### src/rtl/gcd_binary_core.sv
// Binary (Stein) GCD engine: signed operands in, unsigned GCD out, using only
// shifts and subtracts, with a busy/rdy handshake, a zero flag and a LOOP-cycle count.
module gcd_binary_core #(
  parameter int NBits   = 8,
  parameter int CntBits = 6
) (
  input  logic               clk,
  input  logic               rst,
  input  logic               start,
  input  logic [NBits-1:0]   xi,
  input  logic [NBits-1:0]   yi,
  output logic [NBits-1:0]   xo,
  output logic               rdy,
  output logic               busy,
  output logic               zero,
  output logic [CntBits-1:0] iters
);

  localparam int KBits = $clog2(NBits + 1);

  typedef enum logic [2:0] {IDLE, LOAD, TWOS, LOOP, DONE} state_t;

  state_t             state, state_nx;
  logic [NBits:0]     xr, yr, xr_nx, yr_nx, xneg, yneg;
  logic [NBits-1:0]   a, b, a_nx, b_nx, xabs, yabs, xo_nx;
  logic [KBits-1:0]   k, k_nx;
  logic [CntBits-1:0] iters_nx;
  logic               zero_nx;

  // Magnitudes of the sign-extended operands; -2^(NBits-1) still fits unsigned.
  always_comb begin
    xneg = '0 - xr;
    yneg = '0 - yr;
    xabs = xr[NBits] ? xneg[NBits-1:0] : xr[NBits-1:0];
    yabs = yr[NBits] ? yneg[NBits-1:0] : yr[NBits-1:0];
  end

  always_comb begin
    state_nx = state;
    xr_nx    = xr;
    yr_nx    = yr;
    a_nx     = a;
    b_nx     = b;
    k_nx     = k;
    xo_nx    = xo;
    zero_nx  = zero;
    iters_nx = iters;
    case (state)
      IDLE: begin
        if (start) begin
          xr_nx    = {xi[NBits-1], xi};
          yr_nx    = {yi[NBits-1], yi};
          state_nx = LOAD;
        end
      end
      LOAD: begin
        a_nx     = xabs;
        b_nx     = yabs;
        k_nx     = '0;
        iters_nx = '0;
        zero_nx  = 1'b0;
        if (xabs == '0 && yabs == '0) begin
          xo_nx    = '0;
          zero_nx  = 1'b1;
          state_nx = DONE;
        end else if (xabs == '0) begin
          xo_nx    = yabs;
          state_nx = DONE;
        end else if (yabs == '0) begin
          xo_nx    = xabs;
          state_nx = DONE;
        end else begin
          state_nx = TWOS;
        end
      end
      TWOS: begin
        if (!a[0] && !b[0]) begin
          a_nx = a >> 1;
          b_nx = b >> 1;
          k_nx = k + 1'b1;
        end else begin
          state_nx = LOOP;
        end
      end
      LOOP: begin
        if (iters != '1) iters_nx = iters + 1'b1;
        // Both odd: the difference is even, so halve it in the same step.
        if (a == b) begin
          xo_nx    = a << k;
          state_nx = DONE;
        end else if (!a[0]) begin
          a_nx = a >> 1;
        end else if (!b[0]) begin
          b_nx = b >> 1;
        end else if (a > b) begin
          a_nx = (a - b) >> 1;
        end else begin
          b_nx = (b - a) >> 1;
        end
      end
      DONE:    state_nx = IDLE;
      default: state_nx = IDLE;
    endcase
  end

  always_ff @(posedge clk or negedge rst) begin
    if (!rst) begin
      state <= IDLE;
      xr    <= '0;
      yr    <= '0;
      a     <= '0;
      b     <= '0;
      k     <= '0;
      xo    <= '0;
      zero  <= 1'b0;
      iters <= '0;
    end else begin
      state <= state_nx;
      xr    <= xr_nx;
      yr    <= yr_nx;
      a     <= a_nx;
      b     <= b_nx;
      k     <= k_nx;
      xo    <= xo_nx;
      zero  <= zero_nx;
      iters <= iters_nx;
    end
  end

  assign busy = (state != IDLE);
  assign rdy  = (state == DONE);

endmodule

### config.mk
export PLATFORM = sky130hd
export DESIGN_NAME = gcd_binary_core
export DESIGN_NICKNAME = d
export VERILOG_FILES = /design/src/rtl/gcd_binary_core.sv
export SDC_FILE = /design/constraint.sdc
export NUM_CORES = 1
export LEC_CHECK = 0
export CORE_ASPECT_RATIO = 0.6
export CORE_UTILIZATION = 53
export CTS_CLUSTER_SIZE = 12
export DETAILED_ROUTE_END_ITERATION = 10
export PLACE_DENSITY_LB_ADDON = 0.08
export SYNTH_ARGS = -nofsm -noshare
export SYNTH_HDL_FRONTEND = slang
export SYNTH_SLANG_ARGS = --single-unit
### constraint.sdc
create_clock -name clk -period 5.8 [get_ports clk]
set_clock_uncertainty 0.15 [all_clocks]
set_input_delay 1.16 -clock clk [delete_from_list [all_inputs] [get_ports clk]]
set_output_delay 1.16 -clock clk [all_outputs]
set_load 0.02 [all_outputs]
Word-level counts from Yosys, hierarchy flattened

Index checks and enable logic that the tools add are counted.

Bits in registers: 54
Input port bits: 19
Output and inout bits: 17
Word-level logic and storage cells: 87

$add $sub $neg: 6
$lt $le $gt $ge: 1
Equal/unequal tests: 17
Shift-type cells: 1
Multiplexer cells: 31
Reductions and logical operators: 20

Operators by type and width:

| cell                | number |
|---|---|
| $mux 8              | 16 |
| $pmux 8 s3          | 2 |
| $mux 3              | 6 |
| $logic_not 8->1     | 2 |
| $pmux 8 s2          | 1 |
| $sub 1x8->8 const A | 2 |
| $sub 8x8->8         | 2 |
| $ne 2x2->1 const B  | 7 |
| $pmux 3 s4          | 1 |
| $pmux 6 s2          | 1 |
| $reduce_and 5->1    | 2 |
| $ne 3x3->1 const B  | 3 |
| $reduce_and 3->1    | 3 |
| $eq 8x8->1          | 1 |
| $gt 8x8->1          | 1 |
| $pmux 4 s2          | 1 |
| $shl 8x4->8         | 1 |
| $add 6x1->6 const B | 1 |
| $eq 3x2->1 const B  | 2 |
| $mux 6              | 1 |
| $ne 6x6->1 const B  | 1 |
| $reduce_and 2->1    | 3 |
| $reduce_bool 3->1   | 2 |
| $add 4x1->4 const B | 1 |
| 10 further kinds    | 13 |

Logic depth before layout (Yosys ltp)

Word-level depth: 7
Mapped depth: 10
Gate-level depth less buffers: 9

Worst setup path before layout

Ideal clock, no wire load.

Kind: register -> register
Start point: register a[0]
End point: register a[1]
Library setup time: 95 ps
Data arrival time: 2611 ps
Data required time: 5555 ps
Path slack: 2944 ps
Cell stages (with the launch flop): 10
Path buffers: 0
Cell sequence: dfrtp_1 > inv_1 > ha_1 > fa_1 > and2b_4 > o2111ai_2 > a21o_2 > a2111oi_4 > a221oi_1 > o31ai_1

Word-level cells in the longest chain between the ends: 6
Elaborated cells on any way between the ends: 15

Ends and longest elaborated chain:

| element                  | line | RTL |
|---|---|---|
| start: declaration       | 25   | `logic [NBits-1:0] a, b, a_nx, b_nx, xabs, yabs, xo_nx;` |
| start signal: assignment | 121  | `a <= a_nx;` |
| $sub 8x8->8              | 96   | `a_nx = (a - b) >> 1;` |
| $mux 8                   | 95   | `end else if (a > b) begin` |
| $mux 8                   | 93   | `end else if (!b[0]) begin` |
| $mux 8                   | 91   | `end else if (!a[0]) begin` |
| $mux 8                   | 88   | `if (a == b) begin` |
| $pmux 8 s3               | 48   | `case (state)` |

Several ways; a longest one is shown, not always the timed one. The select of a mux whose other input is x is not followed.
A chain may end at the register's enable or synchronous reset.

Worst setup path after layout

Start point: register state[0]
End point: output busy

Word-level cells in the longest chain between the ends: 1

Ends and longest elaborated chain:

| element                  | line | RTL |
|---|---|---|
| start: declaration       | 23   | `state_t state, state_nx;` |
| start signal: assignment | 118  | `state <= state_nx;` |
| $reduce_bool 3->1        | 130  | `assign busy = (state != IDLE);` |
| end: declaration         | 14   | `output logic busy,` |

Every way passes these cells.

==> results.md <==
Run status:
- The flow ran to the end, and the final reports show no timing, DRC or antenna violations.

Global routing:
- The global routing usage summed across all routing layers is 29.3%.
- The initial antenna violation count is 0.
- The via count of the first global-routing pass is 3345.
- The first global-routing pass estimated 18200 µm of wire.
- The pin count of the biggest net entering global routing is 55.
- Summed over all layers, the global routing overflow is 0.

Logic synthesis:
- The post-synthesis cell count is 452.
- The synthesized netlist contains 75 unique library cells.
- The dominant register cell in the synthesized netlist is sky130_fd_sc_hd__dfrtp_1.
- In this run, synthesis produced a sequential element count of 54.
- When the netlist entered floorplanning its net count stood at 495.
- After synthesis, the share of flip-flops with an asynchronous set or reset is 100%.
- The number of enable-type register cells in the synthesized netlist is 0.
- The warning count from the yosys run is 0.
- Sequential cells were found to cover 32.2% of the synthesized design area.
- The average cell area after synthesis is roughly 9 µm².
- The cell area that synthesis handed to floorplanning was approximately 4200 µm².

CTS:
- The number of CTS-inserted buffers is 5.
- The number of levels the H-tree was split into is 2.
- The cell chosen for the clock root is sky130_fd_sc_hd__clkbuf_16.
- For the worst-skew pair, the clock arrives at the later sink with an insertion delay of 0.30 ns.
- The post-CTS setup repair buffer count is 0.
- TritonCTS built the clock tree.
- The post-CTS clock slew at the launch and capture registers of the worst setup and hold paths is 0.08 ns.
- Buffers inserted to repair hold after CTS numbered 0.
- The number of clock sinks is 54.
- In this run, post-CTS repair resized a total of 0 instances.
- The maximum number of buffers from clock root to sink is 2.

Layout:
- The layout overhead on the synthesized area is 13.0%.
- Cells fill 63.6% of the core in the end.
- For this run, the post-layout net count is ~500.
- The share of post-route cells with drive strength above 1 is approximately 12%.
- The antenna diode count is 0.
- In the layout the commonest cells are sky130_fd_sc_hd__dfrtp_1, sky130_fd_sc_hd__nand2_1, sky130_fd_sc_hd__o21ai_0, sky130_fd_sc_hd__clkdlybuf4s50_1, sky130_fd_sc_hd__nor2_1.
- The number of fill cells is 688.
- Leaving out fill and tap cells, the most frequent cell in the layout is sky130_fd_sc_hd__dfrtp_1.

STA:
- Setup repair after global routing left no endpoint under its margin.
- The relative max-transition margin is 41.8%.
- Of the available clock period, the critical path in the final layout requires between 50 and 60%.
- The number of hold violations in the final report came to 0.
- At the pin with the least slew margin, the transition time is 0.872 ns.
- The total setup violations reported at the end of the flow is 0.
- Summed over all failing endpoints, the final setup total negative slack is 0 ns.
- Timing would allow up to between 0.2 and 0.3 GHz.
- The final critical delay including setup and external delays is 3.35 ns.
- The number of pins exceeding their max-slew limit in the final report is 0.

Worst setup path:
- The slack of the worst reg-to-reg path is 2.55 ns.
- The critical path ends at busy.
- STA classifies the critical path startpoint as a flop.
- The worst path arrival time is 2.04 ns.
- The depth of the worst register-to-register path is 9.
- At the worst endpoint, the required time is 4.49 ns.
- In this design, the stage delay of the slowest critical-path cell is 0.68 ns.
- STA classifies the critical path endpoint as an output pin.
- The maximum fanout count along the critical path is 27.
- The worst register-to-register path begins at a[0]$_DFFE_PN0P_.
- The path type of the worst setup path is reg2out.
- On the critical path, the stage with the largest delay is an instance of sky130_fd_sc_hd__dfrtp_1.
- The launching instance or port of the critical path is state[0]$_DFFE_PN0P_.
- The endpoint of the lowest-slack register-to-register path is a[3]$_DFFE_PN0P_.
- Walking the worst path, the cells encountered are or3_1 -> clkdlybuf4s50_1.

Drt:
- The routed layout has around 3800 vias.
- The final antenna-violating net count is 0.
- The number of DRC violations after detailed-routing iteration 0 is 356.
- In the final routed layout, each cell accounts on average for 19.9 µm.
- The number of vias per cell after detailed routing is 6.52.
- The DRC violation count after routing is 0.
- The first detailed-routing pass took 5 iterations.
- The total length of routed wires is 11500 µm.

Place:
- The congestion estimate from routability-driven global placement came to 0.932.
- The post-DP HPWL is a little under 9000 µm.
- During placement, the flow inserted port buffers numbering 35.

Floorplanning:
- In this run the standard cell core region covers 7450 µm².
- In this run the vertical extent of the chip is 70.9 µm.
- The overall die width is roughly 120 µm.
- The total I/O pin count is 36.
- The initialized floorplan defines 24 standard-cell rows.
- For this configuration, the core starts out at a cell density of around 56%.
- The floorplan die area is 8280 µm².

Pwr:
- Dividing total power by cell area gives a power density of between 600 and 700 nW/µm².
- VDD sags by at most approximately 0.00032 V.
- For this design the static power due to leakage is 1.97 nW.

Job:
- The number of violations of the max-capacitance limit is 0.

Worst hold path:
- The min-delay analysis places its worst path in the category reg2reg.
## registers in the layout, indices dropped and copies added, names as in the netlist
| name | count |
|---|---|
| xo | 8 |
| iters | 6 |
| state | 3 |
| zero | 1 |
| a | 8 |
| k | 4 |
| yr | 8 |
| xr | 8 |
| b | 8 |
## synthesized netlist by cell type, types with 5 or more instances
| master | n | share of area [%] |
|---|---|---|
| sky130_fd_sc_hd__a22o_1 | 8 | 1.7 |
| sky130_fd_sc_hd__xor2_1 | 8 | 1.7 |
| sky130_fd_sc_hd__buf_2 | 5 | 0.60 |
| sky130_fd_sc_hd__inv_1 | 25 | 2.2 |
| sky130_fd_sc_hd__mux2i_1 | 8 | 1.9 |
| sky130_fd_sc_hd__o21ai_0 | 34 | 4.1 |
| sky130_fd_sc_hd__a21oi_1 | 19 | 2.3 |
| sky130_fd_sc_hd__nor3_1 | 10 | 1.2 |
| sky130_fd_sc_hd__clkbuf_1 | 14 | 1.3 |
| sky130_fd_sc_hd__mux2_4 | 6 | 2.1 |
| sky130_fd_sc_hd__nor2b_1 | 6 | 0.90 |
| sky130_fd_sc_hd__a31oi_1 | 7 | 1.0 |
| sky130_fd_sc_hd__nand2_1 | 36 | 3.2 |
| sky130_fd_sc_hd__mux2_2 | 15 | 4.0 |
| sky130_fd_sc_hd__nor2_1 | 31 | 2.8 |
| sky130_fd_sc_hd__dfrtp_1 | 54 | 32 |
| sky130_fd_sc_hd__a221oi_1 | 8 | 1.7 |
| sky130_fd_sc_hd__nand4_1 | 6 | 0.90 |
| sky130_fd_sc_hd__ha_1 | 22 | 6.6 |
| sky130_fd_sc_hd__or3_1 | 7 | 1.0 |
| sky130_fd_sc_hd__nand3_1 | 7 | 0.84 |
| sky130_fd_sc_hd__o31ai_1 | 18 | 3.2 |
| sky130_fd_sc_hd__xnor2_1 | 10 | 2.1 |
## worst max-delay path: cells and delay by family (launching register included)
kind / cells / cell delay [ns]
flops: 1 / 0.68
simple gates: 1 / 0.51
buf+inv: 1 / 0.55
## per-layer routing
metal  routed length [µm]  track usage (%)  vias up  part of all wire (%)
li1                     -                -     1713                     -
met1                 5530             47.0     1855                    48
met2                 4550             37.7      186                    40
met3                 1330             8.65        9                    12
met4                   87             5.91        0                  0.76
met5                    0             3.03        -                     0
## stage by stage
stage	power, mW	hold slack (ns)	std cells	setup WS [ns]	area, µm²
global route	3.43	0.388	577	2.33	4740
CTS	3.16	0.375	577	2.46	4740
global placement	2.74	0.341	569	2.74	4560
floorplan	2.26	0.346	452	2.94	4190
finish	3.22	0.375	577	2.45	4740
detailed placement	2.78	0.351	569	2.63	4560
## worst min path at each step
stage | from | to | slack [ns] | depth (start not counted)
4_1_cts | xo[4]$_DFFE_PN0P_ | xo[4]$_DFFE_PN0P_ | 0.38 | 1
3_3_place_gp | zero$_DFFE_PN0P_ | zero$_DFFE_PN0P_ | 0.34 | 1
3_5_place_dp | xo[4]$_DFFE_PN0P_ | xo[4]$_DFFE_PN0P_ | 0.35 | 1
5_1_grt | xo[4]$_DFFE_PN0P_ | xo[4]$_DFFE_PN0P_ | 0.39 | 1
2_1_floorplan | a[7]$_DFFE_PN0P_ | a[7]$_DFFE_PN0P_ | 0.35 | 1
6_report | xo[4]$_DFFE_PN0P_ | xo[4]$_DFFE_PN0P_ | 0.38 | 1
## cells by family (layout without fill, tap and decap cells)
family          Yosys count  in the layout  synth area share [%]
compound gates          138            138                  24.2
xor+xnor                 19             19                  4.15
fa+ha+maj                24             24                  7.52
buf+inv                  52             73                  5.58
flops                    54             54                  32.2
mux                      32             32                  9.70
simple gates            133            133                  16.6
## power breakdown
group          switching [mW]  internal (mW)
clock                   0.147          0.218
combinational            1.18          0.843
sequential              0.293          0.532
total                    1.62           1.59
## layout make-up
type                    instances  area [µm²]  share of cell area, %
multi-input cells             346        2610                   55.0
flip-flops and latches         54        1350                   28.5
repair buffers                 38         368                   7.76
clock buffers                   6         139                   2.93
well taps                     104         130                   2.75
inverters                      27         104                   2.19
clock inverters                 2        38.8                  0.819
No activity file was read; power rests on OpenSTA's default activity.
==> variant: new RTL, config.mk and constraints unchanged <==
Set the parameter `NBits` to 16 (it was 8).
--- a/src/rtl/gcd_binary_core.sv
+++ b/src/rtl/gcd_binary_core.sv
@@ -1,7 +1,7 @@
 // Binary (Stein) GCD engine: signed operands in, unsigned GCD out, using only
 // shifts and subtracts, with a busy/rdy handshake, a zero flag and a LOOP-cycle count.
 module gcd_binary_core #(
-  parameter int NBits   = 8,
+  parameter int NBits   = 16,
   parameter int CntBits = 6
 ) (
   input  logic               clk,
Interface: changed (resized xi, xo and yi); port bits go from 36 to 60. The function was not compared with the original's and may differ.
==> variant against the original RTL <==
  * Register-to-register slack got worse by 1.1 ns
  * First-iteration DRC count increased to 2.9 times the old value
  * Sequential cell count increased by 41
  * Cell area increased by 87%
  * Non-clock buffer count increased by 27
  * Setup slack got worse by 1.0 ns
  * Total power increased by 84%
  * Utilization decreased by 2.8 points
  * Via count increased by 100%
  * Wire length increased by 110%
  * Synthesized area increased by 90%
  * Largest cell class unchanged
  * Highest routed layer unchanged
==> variant: results (changes against the original RTL) <==
nFillCells: 1302  # was 688
postCtsSetupRepairBufs: 0  # unchanged
drt_iter0_markers: 1034  # was 356
hold_path.class: "flop to flop"  # unchanged
pre_cts_ws_ns: 1.609  # was 2.626 ns
drtPass1Iterations: 7  # was 5
worstPathArrival_ns: 4.44  # was 2.04 ns
maxSlewHeadroom_pct: 32.40  # was 41.76%
clock_path_buffers: 2  # unchanged
ir_worst_vdd_v: 0.0003322  # was 0.0003181 V
dp.cells: 1166  # was 569
async_flop_share_pct: 100.0  # unchanged
critical_path.max_fanout: 17  # was 27
clk_latency_ns: 0.35  # was 0.30 ns
root_buffer: "clkbuf_16"  # unchanged
place_congestion: 0.9855  # was 0.9322
leakagePower_uw: 0.003737  # was 0.001971 uW
cts_htree_levels: 3  # was 2
drive_gt1_share_pct: 8.537  # was 12.05%
antenna_found_initial: 0  # unchanged
insertedDiodeCount: 0  # unchanged
synth.top_cells.by_count: "nand2_1 (98), dfrtp_1 (95), o21ai_0 (74), nor2_1 (73), clkbuf_1 (63)"  # was dfrtp_1 (54), nand2_1 (36), o21ai_0 (34), nor2_1 (31), inv_1 (25)
viasPerCell: 6.422  # was 6.522
ys_types: 75  # unchanged
dp_hpwl_um: 18600  # was 8684 um
numCtsBuffers: 9  # was 5
postSynthCellCount: 975  # was 452
syn2layout_area_growth_pct: 11.09  # was 13.01%
grt_max_degree: 51  # was 55
wirelength_um: 24450  # was 11500 um
portBuffers: 59  # was 35
clk_pin_slew_ns: 0.07
placed_cell_area_um2: 8574  # was 4561 um^2
cts_resized: 0  # unchanged
yosysWarnings: 0  # unchanged
status: "finished clean"  # unchanged
post_drt_wl_per_cell_um: 20.69  # was 19.93 um
grt_pass1_vias: 6727  # was 3345
ys_top_cells_by_area: "dfrtp_1 (30%), ha_1 (6.0%), o21ai_0 (4.6%)"  # was dfrtp_1 (32%), ha_1 (6.6%), o21ai_0 (4.1%)
track_usage_pct: 32.05  # was 29.35%
synthesis.nets: 1050  # was 495
grt_pass1_wl_um: 38500  # was 18240 um
synth-seq-area-share_pct: 29.77  # was 32.23%
variant: routing by layer:
layer  track usage [%]  share of wire (%)
met1             50.98                 47
met5                 0                  0
met4             7.253                1.8
met2             40.76                 38
met3             9.945                 14
variant: worst max-delay path, stage by stage (launching register included):
cell	delay, ns
dfrtp_1	0.45
inv_1	0.20
ha_1	0.25
or3b_2	0.45
a211oi_1	0.48
nand4_1	0.23
nor4b_4	0.31
nand4_4	0.18
a21oi_2	0.54
or2_1	0.64
mux2_4	0.35
variant: final cells by class:
type	instances	area share [%]
multi-input cells	760	57.89
flip-flops and latches	95	26.79
repair buffers	65	7.136
well taps	198	2.792
clock buffers	10	2.694
inverters	48	2.031
clock inverters	6	0.6628
variant: final timing paths:
kind	start	end	slack (ns)	cells after the start
max	yr[0]$_DFFE_PN0P_	xo[7]$_DFFE_PN0P_	1.45	10
min reg2reg	zero$_DFFE_PN0P_	zero$_DFFE_PN0P_	0.33	1
max reg2reg	yr[0]$_DFFE_PN0P_	xo[7]$_DFFE_PN0P_	1.45	10
max in group asynchronous	rst	yr[0]$_DFFE_PN0P_	3.74	2
min in group asynchronous	rst	a[10]$_DFFE_PN0P_	0.66	1
min	zero$_DFFE_PN0P_	zero$_DFFE_PN0P_	0.33	1
variant: where the power goes:
part           switching (uW)  internal [uW]  total (uW)  leakage [uW]
logic                    2400           1490        3890       0.00239
registers                 484            913        1400       0.00120
clock network             305            316         621      0.000145
variant: kinds of logic (layout without fill, tap and decap cells):
group	after synthesis	count (layout)	share of synthesized area [%]
compound gates	281	281	23.45
xor+xnor	43	43	4.716
fa+ha+maj	40	40	6.455
buf+inv	120	129	6.094
flops	95	95	29.77
mux	59	59	8.241
simple gates	337	337	21.28
